### config.mk
export PLATFORM = sky130hd
export DESIGN_NAME = channel_mean
export DESIGN_NICKNAME = d
export VERILOG_FILES = /design/src/rtl/ch_mean_pkg.sv /design/src/rtl/channel_mean_div.sv /design/src/rtl/channel_mean.sv
export SDC_FILE = /design/constraint.sdc
export NUM_CORES = 1
export LEC_CHECK = 0
export CORE_UTILIZATION = 30
export CTS_BUF_LIST = sky130_fd_sc_hd__clkbuf_2
export CTS_CLUSTER_SIZE = 16
export DETAILED_ROUTE_END_ITERATION = 16
export SLEW_MARGIN = 40
export SYNTH_ARGS = -nofsm -noshare
export SYNTH_HDL_FRONTEND = slang
export SYNTH_SLANG_ARGS = --single-unit
### constraint.sdc
create_clock -name clk -period 11.2 [get_ports clk]
set_input_delay 1.12 -clock clk [delete_from_list [all_inputs] [get_ports clk]]
set_output_delay 1.12 -clock clk [all_outputs]
set_load 0.005 [all_outputs]
### src/rtl/ch_mean_pkg.sv
// Shared types and widths for the channel_mean statistics block.
// The widths here are the defaults; the top recomputes them from its own parameter.
package ch_mean_pkg;

  typedef enum logic [2:0] {
    IDLE  = 3'd0,
    ACCUM = 3'd1,
    DIV_R = 3'd2,
    DIV_G = 3'd3,
    DIV_B = 3'd4,
    DONE  = 3'd5
  } state_t;

  localparam int MAX_PIXELS_LOG2_DEF = 20;
  localparam int CNT_W     = MAX_PIXELS_LOG2_DEF + 1;
  localparam int SUM_W     = 8 + MAX_PIXELS_LOG2_DEF;
  localparam int DIV_STEPS = 8;

  function automatic int cnt_w_of(input int log2);
    return log2 + 1;
  endfunction

  function automatic int sum_w_of(input int log2);
    return log2 + 8;
  endfunction

endpackage

### src/rtl/channel_mean_div.sv
// Sequential restoring divider producing an 8-bit quotient, one bit per cycle, MSB first.
// The start cycle performs the first step directly on i_dividend, so done is seen on the 8th cycle.
module channel_mean_div
  import ch_mean_pkg::*;
#(
  parameter int DIVD_W = SUM_W,
  parameter int DIVS_W = CNT_W
) (
  input  logic              clk,
  input  logic              rst,
  input  logic              i_start,
  input  logic [DIVD_W-1:0] i_dividend,
  input  logic [DIVS_W-1:0] i_divisor,
  output logic [7:0]        o_quotient,
  output logic              o_done
);

  logic              r_active;
  logic [2:0]        r_idx;
  logic [DIVD_W-1:0] r_rem;
  logic [7:0]        r_q;

  logic              w_step;
  logic [2:0]        w_idx;
  logic [DIVD_W-1:0] w_rem_in;
  logic [DIVD_W-1:0] w_trial;
  logic              w_ge;
  logic [DIVD_W-1:0] w_rem_nxt;
  logic [7:0]        w_q_nxt;

  always_comb begin
    w_step    = i_start | r_active;
    w_idx     = i_start ? 3'(DIV_STEPS - 1) : r_idx;
    w_rem_in  = i_start ? i_dividend : r_rem;
    // divisor << 7 still fits because DIVD_W = DIVS_W + 7
    w_trial   = DIVD_W'(i_divisor) << w_idx;
    w_ge      = (w_rem_in >= w_trial);
    w_rem_nxt = w_ge ? (w_rem_in - w_trial) : w_rem_in;
    w_q_nxt   = (i_start ? 8'd0 : r_q) | (w_ge ? (8'd1 << w_idx) : 8'd0);
  end

  always_ff @(posedge clk or posedge rst) begin
    if (rst) begin
      r_active <= 1'b0;
      r_idx    <= 3'd0;
      r_rem    <= '0;
      r_q      <= 8'd0;
    end else if (w_step) begin
      r_rem    <= w_rem_nxt;
      r_q      <= w_q_nxt;
      r_idx    <= 3'(w_idx - 3'd1);
      r_active <= (w_idx != 3'd0);
    end
  end

  assign o_quotient = w_q_nxt;
  assign o_done     = w_step && (w_idx == 3'd0);

endmodule

### src/rtl/channel_mean.sv
// Per-frame R/G/B floor means over a streamed pixel bus, using one shared divider three times.
// valid_o/busy_o follow state; the three means update on the same edge that enters DONE.
module channel_mean
  import ch_mean_pkg::*;
#(
  parameter int MAX_PIXELS_LOG2 = MAX_PIXELS_LOG2_DEF
) (
  input  logic       clk,
  input  logic       rst,
  input  logic       valid_i,
  input  logic       sof_i,
  input  logic       eof_i,
  input  logic [7:0] r_i,
  input  logic [7:0] g_i,
  input  logic [7:0] b_i,
  output logic [7:0] r_mean_o,
  output logic [7:0] g_mean_o,
  output logic [7:0] b_mean_o,
  output logic       valid_o,
  output logic       busy_o,
  output logic       err_o,
  output logic [2:0] state_o
);

  localparam int CW = cnt_w_of(MAX_PIXELS_LOG2);
  localparam int SW = sum_w_of(MAX_PIXELS_LOG2);
  localparam logic [CW-1:0] MAX_CNT = CW'(1) << MAX_PIXELS_LOG2;

  state_t          r_state;
  logic [SW-1:0]   r_sum_r, r_sum_g, r_sum_b;
  logic [CW-1:0]   r_count;
  logic [7:0]      r_hold_r, r_hold_g;
  logic [7:0]      r_mean_r, r_mean_g, r_mean_b;
  logic            r_start;
  logic            r_err;

  state_t          w_nxt;
  logic            w_load, w_add, w_err, w_start;
  logic [SW-1:0]   w_dividend;
  logic [7:0]      w_quot;
  logic            w_div_done;

  // Valid/ready: there is no ready; a beat counts only when valid_i is high and the state accepts it.
  always_comb begin
    w_nxt  = r_state;
    w_load = 1'b0;
    w_add  = 1'b0;
    w_err  = 1'b0;
    unique case (r_state)
      IDLE: begin
        if (valid_i && sof_i) begin
          w_load = 1'b1;
          w_nxt  = eof_i ? DIV_R : ACCUM;
        end
      end
      ACCUM: begin
        if (valid_i) begin
          if (sof_i) begin
            w_load = 1'b1;
            w_err  = 1'b1;
          end else if (r_count == MAX_CNT) begin
            w_err  = 1'b1;
          end else begin
            w_add  = 1'b1;
          end
          if (eof_i) w_nxt = DIV_R;
        end
      end
      DIV_R: begin
        w_err = valid_i && sof_i;
        if (w_div_done) w_nxt = DIV_G;
      end
      DIV_G: begin
        w_err = valid_i && sof_i;
        if (w_div_done) w_nxt = DIV_B;
      end
      DIV_B: begin
        w_err = valid_i && sof_i;
        if (w_div_done) w_nxt = DONE;
      end
      DONE: begin
        w_err = valid_i && sof_i;
        w_nxt = IDLE;
      end
      default: w_nxt = IDLE;
    endcase
    w_start = (w_nxt != r_state) && (w_nxt == DIV_R || w_nxt == DIV_G || w_nxt == DIV_B);
  end

  always_comb begin
    w_dividend = r_sum_r;
    if (r_state == DIV_G) w_dividend = r_sum_g;
    if (r_state == DIV_B) w_dividend = r_sum_b;
  end

  channel_mean_div #(
    .DIVD_W (SW),
    .DIVS_W (CW)
  ) u_div (
    .clk        (clk),
    .rst        (rst),
    .i_start    (r_start),
    .i_dividend (w_dividend),
    .i_divisor  (r_count),
    .o_quotient (w_quot),
    .o_done     (w_div_done)
  );

  always_ff @(posedge clk or posedge rst) begin
    if (rst) begin
      r_state  <= IDLE;
      r_sum_r  <= '0;
      r_sum_g  <= '0;
      r_sum_b  <= '0;
      r_count  <= '0;
      r_hold_r <= 8'd0;
      r_hold_g <= 8'd0;
      r_mean_r <= 8'd0;
      r_mean_g <= 8'd0;
      r_mean_b <= 8'd0;
      r_start  <= 1'b0;
      r_err    <= 1'b0;
    end else begin
      r_state <= w_nxt;
      r_start <= w_start;
      r_err   <= w_err;
      if (w_load) begin
        r_sum_r <= SW'(r_i);
        r_sum_g <= SW'(g_i);
        r_sum_b <= SW'(b_i);
        r_count <= CW'(1);
      end else if (w_add) begin
        r_sum_r <= r_sum_r + SW'(r_i);
        r_sum_g <= r_sum_g + SW'(g_i);
        r_sum_b <= r_sum_b + SW'(b_i);
        r_count <= r_count + CW'(1);
      end
      if (w_div_done && r_state == DIV_R) r_hold_r <= w_quot;
      if (w_div_done && r_state == DIV_G) r_hold_g <= w_quot;
      // Blue comes straight from the divider so all three land together entering DONE
      if (w_div_done && r_state == DIV_B) begin
        r_mean_r <= r_hold_r;
        r_mean_g <= r_hold_g;
        r_mean_b <= w_quot;
      end
    end
  end

  assign r_mean_o = r_mean_r;
  assign g_mean_o = r_mean_g;
  assign b_mean_o = r_mean_b;
  assign valid_o  = (r_state == DONE);
  assign busy_o   = (r_state == DIV_R) || (r_state == DIV_G) || (r_state == DIV_B) || (r_state == DONE);
  assign err_o    = r_err;
  assign state_o  = r_state;

endmodule

# --- Word level (Yosys, flattened, before mapping) ---
# Index checks and enable logic that the tools add are counted.
# Widths: inputs -> output; s select.
totals:
  ff_bits: 190
  inputBits: 29
  out_inout_bits: 30
  elab_cells: 88
op_classes:
  n_addsub: 6
  magnitude_cmp: 1
  eq_ne: 10
  shifts: 2
  muxes: 35
  n_bitwise: 2
  n_reduce_logical: 16
op_table:
  columns: ["cell", "n"]
  rows:
  - ["$mux 28", 10]
  - ["$add 28x8->28", 3]
  - ["$mux 21", 2]
  - ["$ge 28x28->1", 1]
  - ["$shl 21x3->28", 1]
  - ["$sub 28x28->28", 1]
  - ["$add 21x1->21 const B", 1]
  - ["$eq 21x21->1 const B", 1]
  - ["$mux 3", 7]
  - ["$mux 8", 2]
  - ["$pmux 3 s5", 1]
  - ["$eq 3x2->1 const B", 4]
  - ["$mux 1", 10]
  - ["$eq 3x3->1 const B", 3]
  - ["$or 8x8->8", 1]
  - ["$shl 1x3->8 const A", 1]
  - ["$logic_and 1x1->1", 6]
  - ["$logic_not 3->1", 2]
  - ["$logic_or 1x1->1", 5]
  - ["$pmux 1 s2", 2]
  - ["$reduce_or 4->1", 1]
  - ["$eq 3x1->1 const B", 1]
  - ["$ne 3x3->1", 1]
  - ["$reduce_bool 3->1", 1]
  - ["4 further kinds", 4]

# --- Depth between registers and ports, before layout ---
# Gate-level depths: netlist of the first run.
logic_depth:
  word_depth: 9
  depth_mapped: 20
  mapped_depth_nobuf: 15

# --- Cells and area by module ---
# A second synthesis of the first run with hierarchy kept.
hier_totals:
  hier_cells: 1417
  area_unflattened_um2: 12768.5
modules_own_cells:
  columns: ["module", "n_inst", "cells_each", "area_per_inst_um2", "seq_area_each_um2"]
  rows:
  - ["channel_mean", 1, 883, 8398.1, 3753.6]
  - ["channel_mean_div", 1, 534, 4370.4, 1001.0]

# --- Worst setup path after synthesis of the first run ---
# No wires, ideal clock.
synth_timing:
  path_kind: "register to register"
  startpoint: "register u_div.r_idx[0]"
  endpoint: "register u_div.r_q[0]"
  setup_time_ps: 120
  arrival_ps: 4135
  required_time_ps: 11080
  setup_slack_ps: 6945
  stages_incl_launch_ff: 19
  n_path_buf: 5
  synth_period_minus_slack_ps: 4255
  cell_sequence: "dfrtp_1 -> buf_2 -> or2_2 -> clkbuf_1 -> clkinv_1 -> buf_2 -> buf_2 -> mux2i_1 -> mux2i_1 -> mux2i_1 -> ha_1 -> a21o_1 -> a2111oi_4 -> nand4bb_2 -> a311oi_4 -> o21ba_2 -> buf_4 -> nor2_1 -> a31o_2"
synth_between:
  elab_chain_len: 5
  word_cells_on_any_way: 6
  cone_classes: "order compare: 1; shift: 2; mux: 2; bitwise: 1"
synth_lines:
  columns: ["item", "line", "text"]
  rows:
  - ["from (decl)", "channel_mean_div.sv:19", "logic [2:0] r_idx;"]
  - ["from (signal assigned)", "channel_mean_div.sv:51", "r_idx <= 3'(w_idx - 3'd1);"]
  - ["$mux 3 (*)", "channel_mean_div.sv:33", "w_idx = i_start ? 3'(DIV_STEPS - 1) : r_idx;"]
  - ["$shl 21x3->28", "channel_mean_div.sv:36", "w_trial = DIVD_W'(i_divisor) << w_idx;"]
  - ["$ge 28x28->1", "channel_mean_div.sv:37", "w_ge = (w_rem_in >= w_trial);"]
  - ["$mux 8 (*)", "channel_mean_div.sv:39", "w_q_nxt = (i_start ? 8'd0 : r_q) | (w_ge ? (8'd1 << w_idx) : 8'd0);"]
  - ["$or 8x8->8 (*)", "channel_mean_div.sv:39", null]
  - ["to (signal assigned)", "channel_mean_div.sv:50", "r_q <= w_q_nxt;"]
  - ["to (decl)", "channel_mean_div.sv:21", "logic [7:0] r_q;"]
# Every way passes the cells marked *; elsewhere a longest branch is shown, timed or not.
# A chain may end at the register's enable or synchronous reset.

# --- Worst setup path after layout of the first run ---
layout_timing:
  startpoint: "register r_start"
  endpoint: "register u_div.r_q[5]"
layout_between:
  elab_chain_len: 5
  word_cells_on_any_way: 9
  cone_classes: "order compare: 1; shift: 2; mux: 4; bitwise: 2"
layout_lines:
  columns: ["item", "line", "text"]
  rows:
  - ["from (decl)", "channel_mean.sv:34", "logic r_start;"]
  - ["from (signal assigned)", "channel_mean.sv:125", "r_start <= w_start;"]
  - ["$mux 3", "channel_mean_div.sv:33", null]
  - ["$shl 21x3->28", "channel_mean_div.sv:36", null]
  - ["$ge 28x28->1", "channel_mean_div.sv:37", null]
  - ["$mux 8", "channel_mean_div.sv:39", null]
  - ["$or 8x8->8", "channel_mean_div.sv:39", null]
# Parallel ways exist; a longest one is shown, timed or not.

==> results of run 1 <==
area by class of cell:
type | count | area, sq um
Timing Repair Buffer | 69 | 671
Antenna cell | 1 | 2.50
Multi-Input combinational cell | 1137 | 7580
Clock buffer | 18 | 90.1
Sequential cell | 190 | 4760
Clock inverter | 14 | 168
Inverter | 43 | 174
Tap cell | 539 | 674
Fill cell | 4375 | 27800
through the flow:
stage	setup WS, ns	hold slack (ns)	total power (uW)	cells	instance area [sq um]
6_report	5.77	0.517	1120	2011	14100
5_1_grt	5.46	0.547	1160	2011	14100
4_1_cts	5.46	0.523	1130	2010	14100
3_5_place_dp	5.46	0.467	743	1978	13900
3_3_place_gp	5.58	0.460	742	1978	13800
2_1_floorplan	4.91	0.445	722	1445	12800
cell usage in the layout (no fill, tap or decap), types with 5 or more instances in the layout:
cell,count
nand2_1,199
dfrtp_1,189
nor2_1,135
o21ai_0,117
mux2i_1,104
a21oi_1,71
clkdlybuf4s50_1,58
ha_1,57
xnor2_1,52
mux2_2,40
inv_1,40
xor2_1,38
nand3_1,35
a31oi_1,26
nor3_1,21
nand4_1,19
or3_1,18
clkbuf_2,18
o211ai_1,17
and3_1,14
nand2b_1,14
a21o_1,14
nor2b_1,10
or2_2,9
buf_4,9
and4_1,7
o31ai_1,7
a211oi_1,6
nor3b_1,6
o2111ai_1,6
and2_1,6
a31o_2,6
o21a_1,6
o21ai_1,5
or4_1,5
inv_6,5
layer usage:
metal / GRT usage [%] / up-vias
li1: - / 5144
met1: 21.2 / 4998
met2: 24.0 / 161
met3: 2.22 / 16
met4: 3.04 / 0
met5: 0 / -
worst paths after layout:
check                                  from           end  slack, ns  depth (start not counted)
max in group asynchronous               rst    state_o[1]       9.33                          3
min in group asynchronous               rst   r_sum_r[22]       0.74                          2
worst max register to register      r_start  u_div.r_q[5]       5.77                         15
worst min register to register  r_hold_g[4]   r_hold_g[4]       0.52                          2
worst max-delay path                r_start  u_div.r_q[5]       5.77                         15
worst min-delay path            r_hold_g[4]   r_hold_g[4]       0.52                          2
power by group through the flow:
stage / Sequential, uW / Combinational [uW] / Clock, uW
floorplan: 699 / 22.2 / 0
global placement: 699 / 42.4 / 0
detailed placement: 699 / 43.4 / 0
CTS: 689 / 43.6 / 397
global route: 690 / 47.8 / 426
finish: 689 / 42.0 / 384
registers in the layout, summed over array words and instances, names as in the netlist, 21 cells and up:
name / count
r_sum_g: 28
r_sum_r: 28
u_div.r_rem: 28
r_sum_b: 28
r_count: 21
worst max-delay path: stages (launching register included):
cell	delay, ns
dfrtp_2	0.41
buf_4	0.54
or2_2	0.53
inv_1	0.40
mux2i_1	0.29
mux2i_1	0.10
or2_2	0.30
ha_1	0.37
nand4_1	0.24
nor4_1	0.63
nand4b_1	0.18
a31oi_1	0.28
o21ba_2	0.40
nor2_1	0.37
nand2_1	0.12
o31ai_1	0.22
cell families (layout without fill, tap and decap cells):
logic type / Yosys count / count (layout) / synth area share, %
multiplexers: 146 / 146 / 12.0
AND/OR/NAND/NOR: 520 / 520 / 18.8
XOR/XNOR: 90 / 90 / 6.17
adder cells (fa/ha/maj): 61 / 61 / 6.21
AO/OA/AOI/OAI: 320 / 320 / 15.8
buffers and inverters: 118 / 144 / 3.72
other: 0 / 1 / 0
flip-flops: 190 / 190 / 37.2
==> out/metrics.cfg, run 1 <==
[status]
outcome = completed

[sta]
grt_setup_unrepaired = no
maxSlewHeadroom_pct = 43.5
setup_violations = 0
fmax_ghz = 0.184
finClkSkew_ns = 0.0619
drv_slew = 0
ratio_of_final_minimum_period_to_clock_period_pct = 48.5
timing.final.crit_period_ns = 5.43
worstMarginPinSlew_ns = 0.846
setup_tns_ns = 0
hold_viol = 0

[logic_synthesis]
synth-seq-area-share_pct = 37.2
synthesis.area_per_instance_sq_um = 8.84
postSynthNetCount = 1535
number_of_flops_mapped_to_enable_cells_by_yosys = 0
post-synth-top-area-fraction_pct = 37.2
ys_top_cells_by_count = 199 x nand2_1, 190 x dfrtp_1, 138 x nor2_1
syn_area_sq_mm = 0.0128
synth_warnings = 0
synth.top_cells.by_area = dfrtp_1 37%, mux2i_1 8.2%, nand2_1 5.8%
yosysUniqueCellTypes = 75
postSynthCellCount = 1445
post-synth-top-count-cell = nand2_1
postSynthRegisterBits = 190
ys.flop_type = dfrtp_1
synth_largest_area_cell = dfrtp_1
synth_async_sr_flop_share_pct = 100

[power_and_ir_drop]
power_density_mw_per_mm2 = 79.0
seq_power_share_pct = 61.8
p_sw_uw = 313
vdd_ir_drop_max_uv = 66.6
switching_share_pct = 28.1
power_frac_clock_pct = 34.5
share_comb_of_total_power_pct = 3.8
power.static_leakage_uw = 0.00625
cellInternalPower_uw = 802

[drt]
detailroute.wirelength.met3_microns = 926
wl_per_cell_microns = 15.6
routed_wirelength_microns = 31400
vias = 10300
drt-met1-wl_microns = 15700
detail_route.drc_violations = 0
drt_iter0_drc = 731
routed.top_layer = met4
avgViaCountPerCell = 5.13
detail_route.first_pass.iterations = 6
met2RoutedLength_microns = 14400
final_antenna_net_count = 0

[global_routing]
grt_pass1_wl_microns = 52700
grt_pass1_vias = 9944
grt_start_max_net_pins = 115
global_route.usage.total_pct = 14.9
grt_antenna_before_repair = 1
globalRoute.totalOverflow = 0

[cells_and_area]
layout-drive-gt1-share_pct = 8.63
areaGrowthSynthToFinish_pct = 10.5
nNetsFinal = 1548
post-route-util_pct = 33.6

[die]
core_area_sq_mm = 0.0419
overall_die_area_sq_mm = 0.0434
io-pin-count = 59
initial_core_util_pct = 30.4
die_h_microns = 208
dieWidth_microns = 208
row_count = 75

[cts]
clock_tree.buffer_depth = 2
post_cts_resized = 0
cts-buffers-inserted = 17
htree_num_levels = 4
clock_latency_ns = 0.88
post-cts-setup-buffers = 0
hold_buffers = 0
clock_root_cell = clkbuf_2
clock_pin_transition_on_the_worst_setup_and_hold_timing_paths_ns = 0.31
cts.sink_count = 190
tritoncts = built

[worst_setup_path]
crit_path_end_kind = flip-flop
timing.critical_path.arrival_ns = 6.22
start_kind = flip-flop
setup.worst_path.class = reg2reg
worst_ep_required_time_ns = 11.99
crit_fanout = 51

[placed_design]
half_perimeter_wire_length_of_the_detailed_placement_result_microns = 22300
globalplace.congestion = 0.874
numPortBuffers = 58

[flow_run]
maxCapViolations = 0

[worst_hold_path]
holdCritPathClass = reg2reg

(Power assumes the default switching activity.)
==> inputs of run 2 (changes only) <==
- clock period: 11.2 -> 4.7 ns (I/O delays scaled with it)
==> run 2 against run 1 <==
  * Via count is 1.4% higher
  * Critical path depth is the same
  * Total power grew 140%
  * Combinational power increased by 140%
  * Sequential share of layout area fell by 0.56 points
  * Wire length increased by 2.7%
  * Final area grew 1.7%
  * Core utilization grew 0.57 points
  * Hold slack got worse by 0.35 ns
  * Non-clock buffer count increased by 20
  * First-iteration DRC count rose by 1.5%
  * Largest cell class unchanged
  * Largest power group unchanged
==> out/metrics.cfg, run 2 (synthesis gave the netlist of run 1 again) <==
[status]
outcome = completed  ; unchanged

[worst_setup_path]
start_kind = flip-flop  ; unchanged
worst_ep_required_time_ns = 5.48  ; was 11.99 ns
timing.critical_path.arrival_ns = 5.26  ; was 6.22 ns
setup.worst_path.class = reg2reg  ; unchanged
worst_path_cell_trace = or2_2 > clkinvlp_4 > buf_6 > mux2i_1 > mux2i_1 > mux2i_1 > ha_1 > a21o_1 > a2111oi_4 > nand4bb_2 > a311oi_4 > o21bai_4 > buf_4 > a31oi_1 > o21ai_0  ; was buf_4 > or2_2 > inv_1 > mux2i_1 > mux2i_1 > or2_2 > ha_1 > nand4_1 > nor4_1 > nand4b_1 > a31oi_1 > o21ba_2 > nor2_1 > nand2_1 > o31ai_1
path_delay_family = compound AO/OA/AOI/OAI gates  ; was simple AND/OR/NAND/NOR gates
cp_slowest_stage_delay_ns = 0.50  ; was 0.63 ns
worst-path-buf-inv = 3  ; was 2
crit_fanout = 17  ; was 51
timing.critical_path.slowest_stage_cell = dfrtp_2  ; was nor4_1
crit_path_frequent_cell = mux2i_1
crit_path_end_kind = flip-flop  ; unchanged

[sta]
grt_setup_unrepaired = no  ; unchanged
timing.final.crit_period_ns = 4.48  ; was 5.43 ns
ratio_of_final_minimum_period_to_clock_period_pct = 95.3  ; was 48.5%
worstMarginPinSlew_ns = 0.844  ; was 0.846 ns
hold_viol = 0  ; unchanged
hold_slack_ns = 0.163  ; was 0.517 ns
fmax_ghz = 0.223  ; was 0.184 GHz
setup_violations = 0  ; unchanged
setup_tns_ns = 0  ; unchanged
drv_slew = 0  ; unchanged
maxSlewHeadroom_pct = 43.6  ; was 43.5%
finClkSkew_ns = 0.0423  ; was 0.0619 ns

[global_routing]
grt_antenna_before_repair = 1  ; unchanged
grt_pass1_vias = 10000  ; was 9,944
grt_start_max_net_pins = 115  ; unchanged
grt_pass1_wl_microns = 53500  ; was 52,700 microns
global_route.usage.total_pct = 15.1  ; was 14.9%
globalRoute.totalOverflow = 0  ; unchanged

[drt]
wl_per_cell_microns = 15.8  ; was 15.6 microns
drt_iter0_drc = 742  ; was 731
final_antenna_net_count = 0  ; unchanged
vias = 10500  ; was 10.3k
detail_route.drc_violations = 0  ; unchanged
avgViaCountPerCell = 5.15  ; was 5.13
routed_wirelength_microns = 32200  ; was 31,400 microns
detail_route.first_pass.iterations = 5  ; was 6

[worst_hold_path]
holdCritPathClass = in2reg  ; was reg2reg

[die]
overall_die_area_sq_mm = 0.0434  ; unchanged
die_h_microns = 208  ; unchanged
core_area_sq_mm = 0.0419  ; unchanged
io-pin-count = 59  ; unchanged
initial_core_util_pct = 30.4  ; unchanged
dieWidth_microns = 208  ; unchanged
row_count = 75  ; unchanged

[cts]
htree_num_levels = 4  ; unchanged
clock_root_cell = clkbuf_2  ; unchanged
clock_tree.buffer_depth = 2  ; unchanged
tritoncts = built  ; unchanged
clock_latency_ns = 0.84  ; was 0.88 ns
cts-buffers-inserted = 17  ; unchanged
clock_pin_transition_on_the_worst_setup_and_hold_timing_paths_ns = 0.36  ; was 0.31 ns
cts.sink_count = 190  ; unchanged

[placed_design]
globalplace.congestion = 0.910  ; was 0.874
half_perimeter_wire_length_of_the_detailed_placement_result_microns = 23200  ; was 22,300 microns
numPortBuffers = 58  ; unchanged

[cells_and_area]
layout-drive-gt1-share_pct = 9.86  ; was 8.63%
nFillCells = 4293  ; was 4,375
areaGrowthSynthToFinish_pct = 12.4  ; was 10.5%
final_common_cell = nand2_1  ; unchanged
nNetsFinal = 1568  ; was 1,548
mostFrequentLayoutCells = 199 x nand2_1, 189 x dfrtp_1, 135 x nor2_1  ; unchanged

[power_and_ir_drop]
power.static_leakage_uw = 0.00638  ; was 0.00625 uW
vdd_ir_drop_max_uv = 163  ; was 66.6 uV
power_density_mw_per_mm2 = 187  ; was 79.0 mW/mm^2

[flow_run]
maxCapViolations = 0  ; unchanged

run 2: cell types whose count changed in the layout (fill, tap and decap cells not counted), moves of 2 or more:
cell	change
buf_4	+16
buf_12	+4
clkinv_8	+3
inv_12	+2
inv_6	-2
run 2: timing repair:
item | CTS | global route
hold buffers | 1 | 0
gates resized for setup | 0 | 6
setup buffers | 0 | 3
endpoints found under the setup margin | 0 | 35
endpoints found under the hold margin | 27 | 0
run 2: area by class of cell:
| class | instances | area, sq um | share of cell area (%) |
|---|---|---|---|
| clock buffers | 17 | 85.1 | 0.593 |
| well taps | 539 | 674 | 4.70 |
| diodes | 1 | 2.50 | 0.0174 |
| clock inverters | 15 | 199 | 1.39 |
| multi-input cells | 1137 | 7600 | 52.9 |
| flip-flops and latches | 190 | 4760 | 33.1 |
| repair buffers | 89 | 870 | 6.06 |
| inverters | 43 | 169 | 1.18 |
run 2: through the flow:
step                      std cells  util (%)  power [uW]  setup slack (ns)  instance area, sq um
after global routing           2031      34.2        2810           0.00577                 14400
final                          2031      34.2        2680             0.219                 14400
after floorplan                1445         -        1720             0.445                 12800
after global placement         1994      33.3        1770             0.296                 14000
after CTS                      2027      34.1        2740            0.0710                 14300
after detailed placement       1994      33.4        1770             0.189                 14000
run 2: power breakdown:
part           leakage, uW  switching (uW)  total (uW)  internal [uW]
clock             0.000163             733         939            206
sequential         0.00263           0.103        1640           1640
combinational      0.00358            60.3         101           40.7
total              0.00638             794        2680           1890
run 2: per-layer routing:
layer / vias to the layer above / global-route usage (%) / part of all wire [%]
met4: 0 / 3.09 / 1.1
met3: 24 / 2.23 / 3.9
li1: 5192 / - / -
met2: 208 / 24.4 / 46
met5: - / 0 / 0
met1: 5038 / 21.5 / 49
run 2: worst paths after layout:
kind	from	endpoint	slack (ns)	depth (start not counted)
max in group asynchronous	rst	u_div.r_rem[0]	3.08	4
setup reg to reg	r_start	r_hold_r[1]	0.22	15
min in group asynchronous	rst	g_mean_o[6]	0.55	3
hold / removal	g_i[3]	r_sum_g[3]	0.16	3
hold reg to reg	r_hold_g[5]	r_hold_g[5]	0.52	2
setup / recovery	r_start	r_hold_r[1]	0.22	15
run 2: tightest hold or removal path: cells and delay by family:
kind | cells | cell delay (ns)
buf+inv | 1 | 0.42
simple gates | 1 | 0.06
compound gates | 1 | 0.07
==> edit: new RTL, settings of run 2 <==
The output `err_o` loses its register stage (`r_err` becomes a continuous assignment).
--- a/src/rtl/channel_mean.sv
+++ b/src/rtl/channel_mean.sv
@@ -119,11 +119,9 @@
       r_mean_g <= 8'd0;
       r_mean_b <= 8'd0;
       r_start  <= 1'b0;
-      r_err    <= 1'b0;
     end else begin
       r_state <= w_nxt;
       r_start <= w_start;
-      r_err   <= w_err;
       if (w_load) begin
         r_sum_r <= SW'(r_i);
         r_sum_g <= SW'(g_i);
@@ -146,6 +144,8 @@
     end
   end
 
+  assign r_err = w_err;
+
   assign r_mean_o = r_mean_r;
   assign g_mean_o = r_mean_g;
   assign b_mean_o = r_mean_b;
Check against the original RTL: not equivalent (Yosys sat finds a counterexample within 4 cycles, from zero or initial values and one cycle with rst high).
==> edit against run 2 <==
Routed wire length increased by 1.3%; worst setup slack improved by 0.10 ns; highest routed layer unchanged; power fell by 0.46%; cell count is 0.64% higher; sequential cell count is 1 lower; cell area grew 0.76%; synthesized area decreased by 0.20%; critical path type unchanged; largest cell class unchanged; via count shrank 0.31%; the flow now finishes with violations (design-rule violations).
==> edit: results (changes against run 2) <==
Place
  – Routability congestion estimate from global placement: 0.888 (-2.4%)
  – IO buf count: 58 (unchanged)
  – Cells after DPL: 2005 (+0.55%)
  – Placed Area: 14100 µm² (+0.75%)
  – Post-DP HPWL: 24200 µm (+4.2%)

Synth
  – Avg Cell Area, Syn: 8.83 µm² (-0.13%)
  – Top post-synthesis cells by area: dfrtp_1 37%, mux2i_1 8.2%, nand2_1 5.9%
  – Ys async rst share: 1.00 (unchanged)
  – Most used DFF post-synth: dfrtp_1
  – Distinct cells, synth: 75 (unchanged)
  – Mapped Nets: 1534 (-0.065%)
  – Yosys warning total: 0 (unchanged)
  – Synth top cells by count: 199 x nand2_1, 189 x dfrtp_1, 138 x nor2_1
  – Seq/Total Area, Yosys: 0.371 (-0.00123)

Run status
  – Violated checks: design-rule violations
  – Status: finished, violations left

Worst setup path
  – R2R Path Start: r_start
  – CP Capture Point: u_div.r_rem[20]
  – Worst-path maximum fanout: 24 (+7)
  – FF-to-FF path depth: 15 (unchanged)
  – Arr. time, crit path: 5.09 ns (-0.17 ns)
  – Flop2flop setup slack: 0.32 ns (+0.10 ns)
  – Crit path kind: reg -> reg

Final layout
  – Final nets: 1581 (+0.83%)
  – Fill cells: 4337 (+1.0%)
  – Share of cells above drive strength 1: 0.106 (+0.00713)

Pwr
  – NetSw: 787 µW (-0.82%)
  – Worst vdd ir: 142 µV (-13%)
  – Leakage Power: 6.45 nW (+1.1%)
  – P per Cell Area: 185 nW/µm² (-1.2%)

CTS
  – Clock tree buffer depth: 2 (unchanged)
  – Clock transition at the registers of the reported paths: 0.36 ns (about the same)
  – Root Driver: clkbuf_2
  – Clock latency on the worst-skew pair: 0.85 ns
  – CTS H-tree depth: 4 (unchanged)

GRT
  – Largest net degree at the start of global routing: 92 (-20%)
  – Number of global-route vias before repair: 10170 (+1.3%)
  – Gr usage total: 0.153 (+0.00130)
  – First-pass GRT wire length: 53700 µm (+0.48%)

Detailed routing
  – Wire per inst: 16.0 µm (+0.67%)
  – Via/cell ratio: 5.10 (-0.94%)
  – Drt pass-1 iters: 11 (+6)
  – WL final: 32600 µm (+1.3%)
  – Drt drc: 2 (+2)
  – Number of DRC markers in iteration 0: 670 (-9.7%)

STA
  – Setup Skew: 0.0717 ns (+0.0294 ns)
  – Slew @ Worst Pin: 0.886 ns (+0.0419 ns)

Hold path
  – HP Class: in -> reg
[edit: worst min path at each step]
stage | slack, ns | depth (start not counted) | start | to
after global routing | 0.09 | 3 | g_i[7] | r_sum_g[7]
final | 0.16 | 3 | g_i[7] | r_sum_g[7]
after global placement | 0.46 | 2 | u_div.r_rem[27] | u_div.r_rem[27]
after detailed placement | 0.47 | 2 | r_hold_g[3] | r_hold_g[3]
after floorplan | 0.45 | 2 | u_div.r_rem[21] | u_div.r_rem[21]
after CTS | 0.09 | 3 | g_i[7] | r_sum_g[7]
[edit: per-layer routing]
layer,up-vias,global-route usage,share of wire
met4,0,0.0393,0.014
met3,28,0.0238,0.032
met5,-,0,0
met1,5009,0.212,0.49
li1,5223,-,-
met2,170,0.247,0.46
[edit: logic make-up after synthesis]
kind of cell               share of synthesized area
and+or+nand+nor                                0.189
AOI/OAI and AO/OA                              0.158
DFF                                            0.371
muxes                                          0.121
buffers and inverters                         0.0373
xor gates and xnor gates                      0.0618
adders and majority gates                     0.0622
[edit: stage by stage]
| stage | power (mW) | setup slack (ns) |
|---|---|---|
| after detailed placement | 1.77 | 0.138 |
| after global routing | 2.79 | 0.0104 |
| after global placement | 1.76 | 0.221 |
| after floorplan | 1.71 | 0.445 |
| final | 2.67 | 0.320 |
| after CTS | 2.71 | 0.114 |
[edit: worst max-delay path, cell delays in order, from the launching register on]
cell	delay, ns
dfrtp_2	0.49
or2_2	0.37
clkinv_1	0.08
buf_4	0.22
buf_4	0.24
mux4_2	0.54
a32oi_1	0.30
ha_1	0.29
nand4_1	0.17
nor2_1	0.25
nand4b_1	0.18
a31oi_1	0.29
o21ba_2	0.25
buf_12	0.17
a221oi_1	0.35
nor2_1	0.07
[edit: power by group through the flow]
| stage | logic, mW | clock network (mW) | registers (mW) |
|---|---|---|---|
| CTS | 0.111 | 0.970 | 1.63 |
| finish | 0.108 | 0.929 | 1.63 |
| global route | 0.122 | 1.03 | 1.63 |
| detailed placement | 0.110 | 0 | 1.66 |
| global placement | 0.103 | 0 | 1.66 |
| floorplan | 0.0532 | 0 | 1.66 |
[edit: area by class of cell]
type                            count  area share
Antenna cell                        1    0.000173
Clock buffer                       17     0.00588
Clock inverter                     15      0.0138
Inverter                           43      0.0114
Multi-Input combinational cell   1137       0.525
Sequential cell                   189       0.327
Tap cell                          539      0.0466
Timing Repair Buffer              103      0.0699
[edit: what timing repair did]
item                                    4_1_cts  5_1_grt
setup buffers                                 0        5
endpoints found under the hold margin        18        0
endpoints found under the setup margin        0       43
resized for setup                             0        3
hold buffers                                  1        0
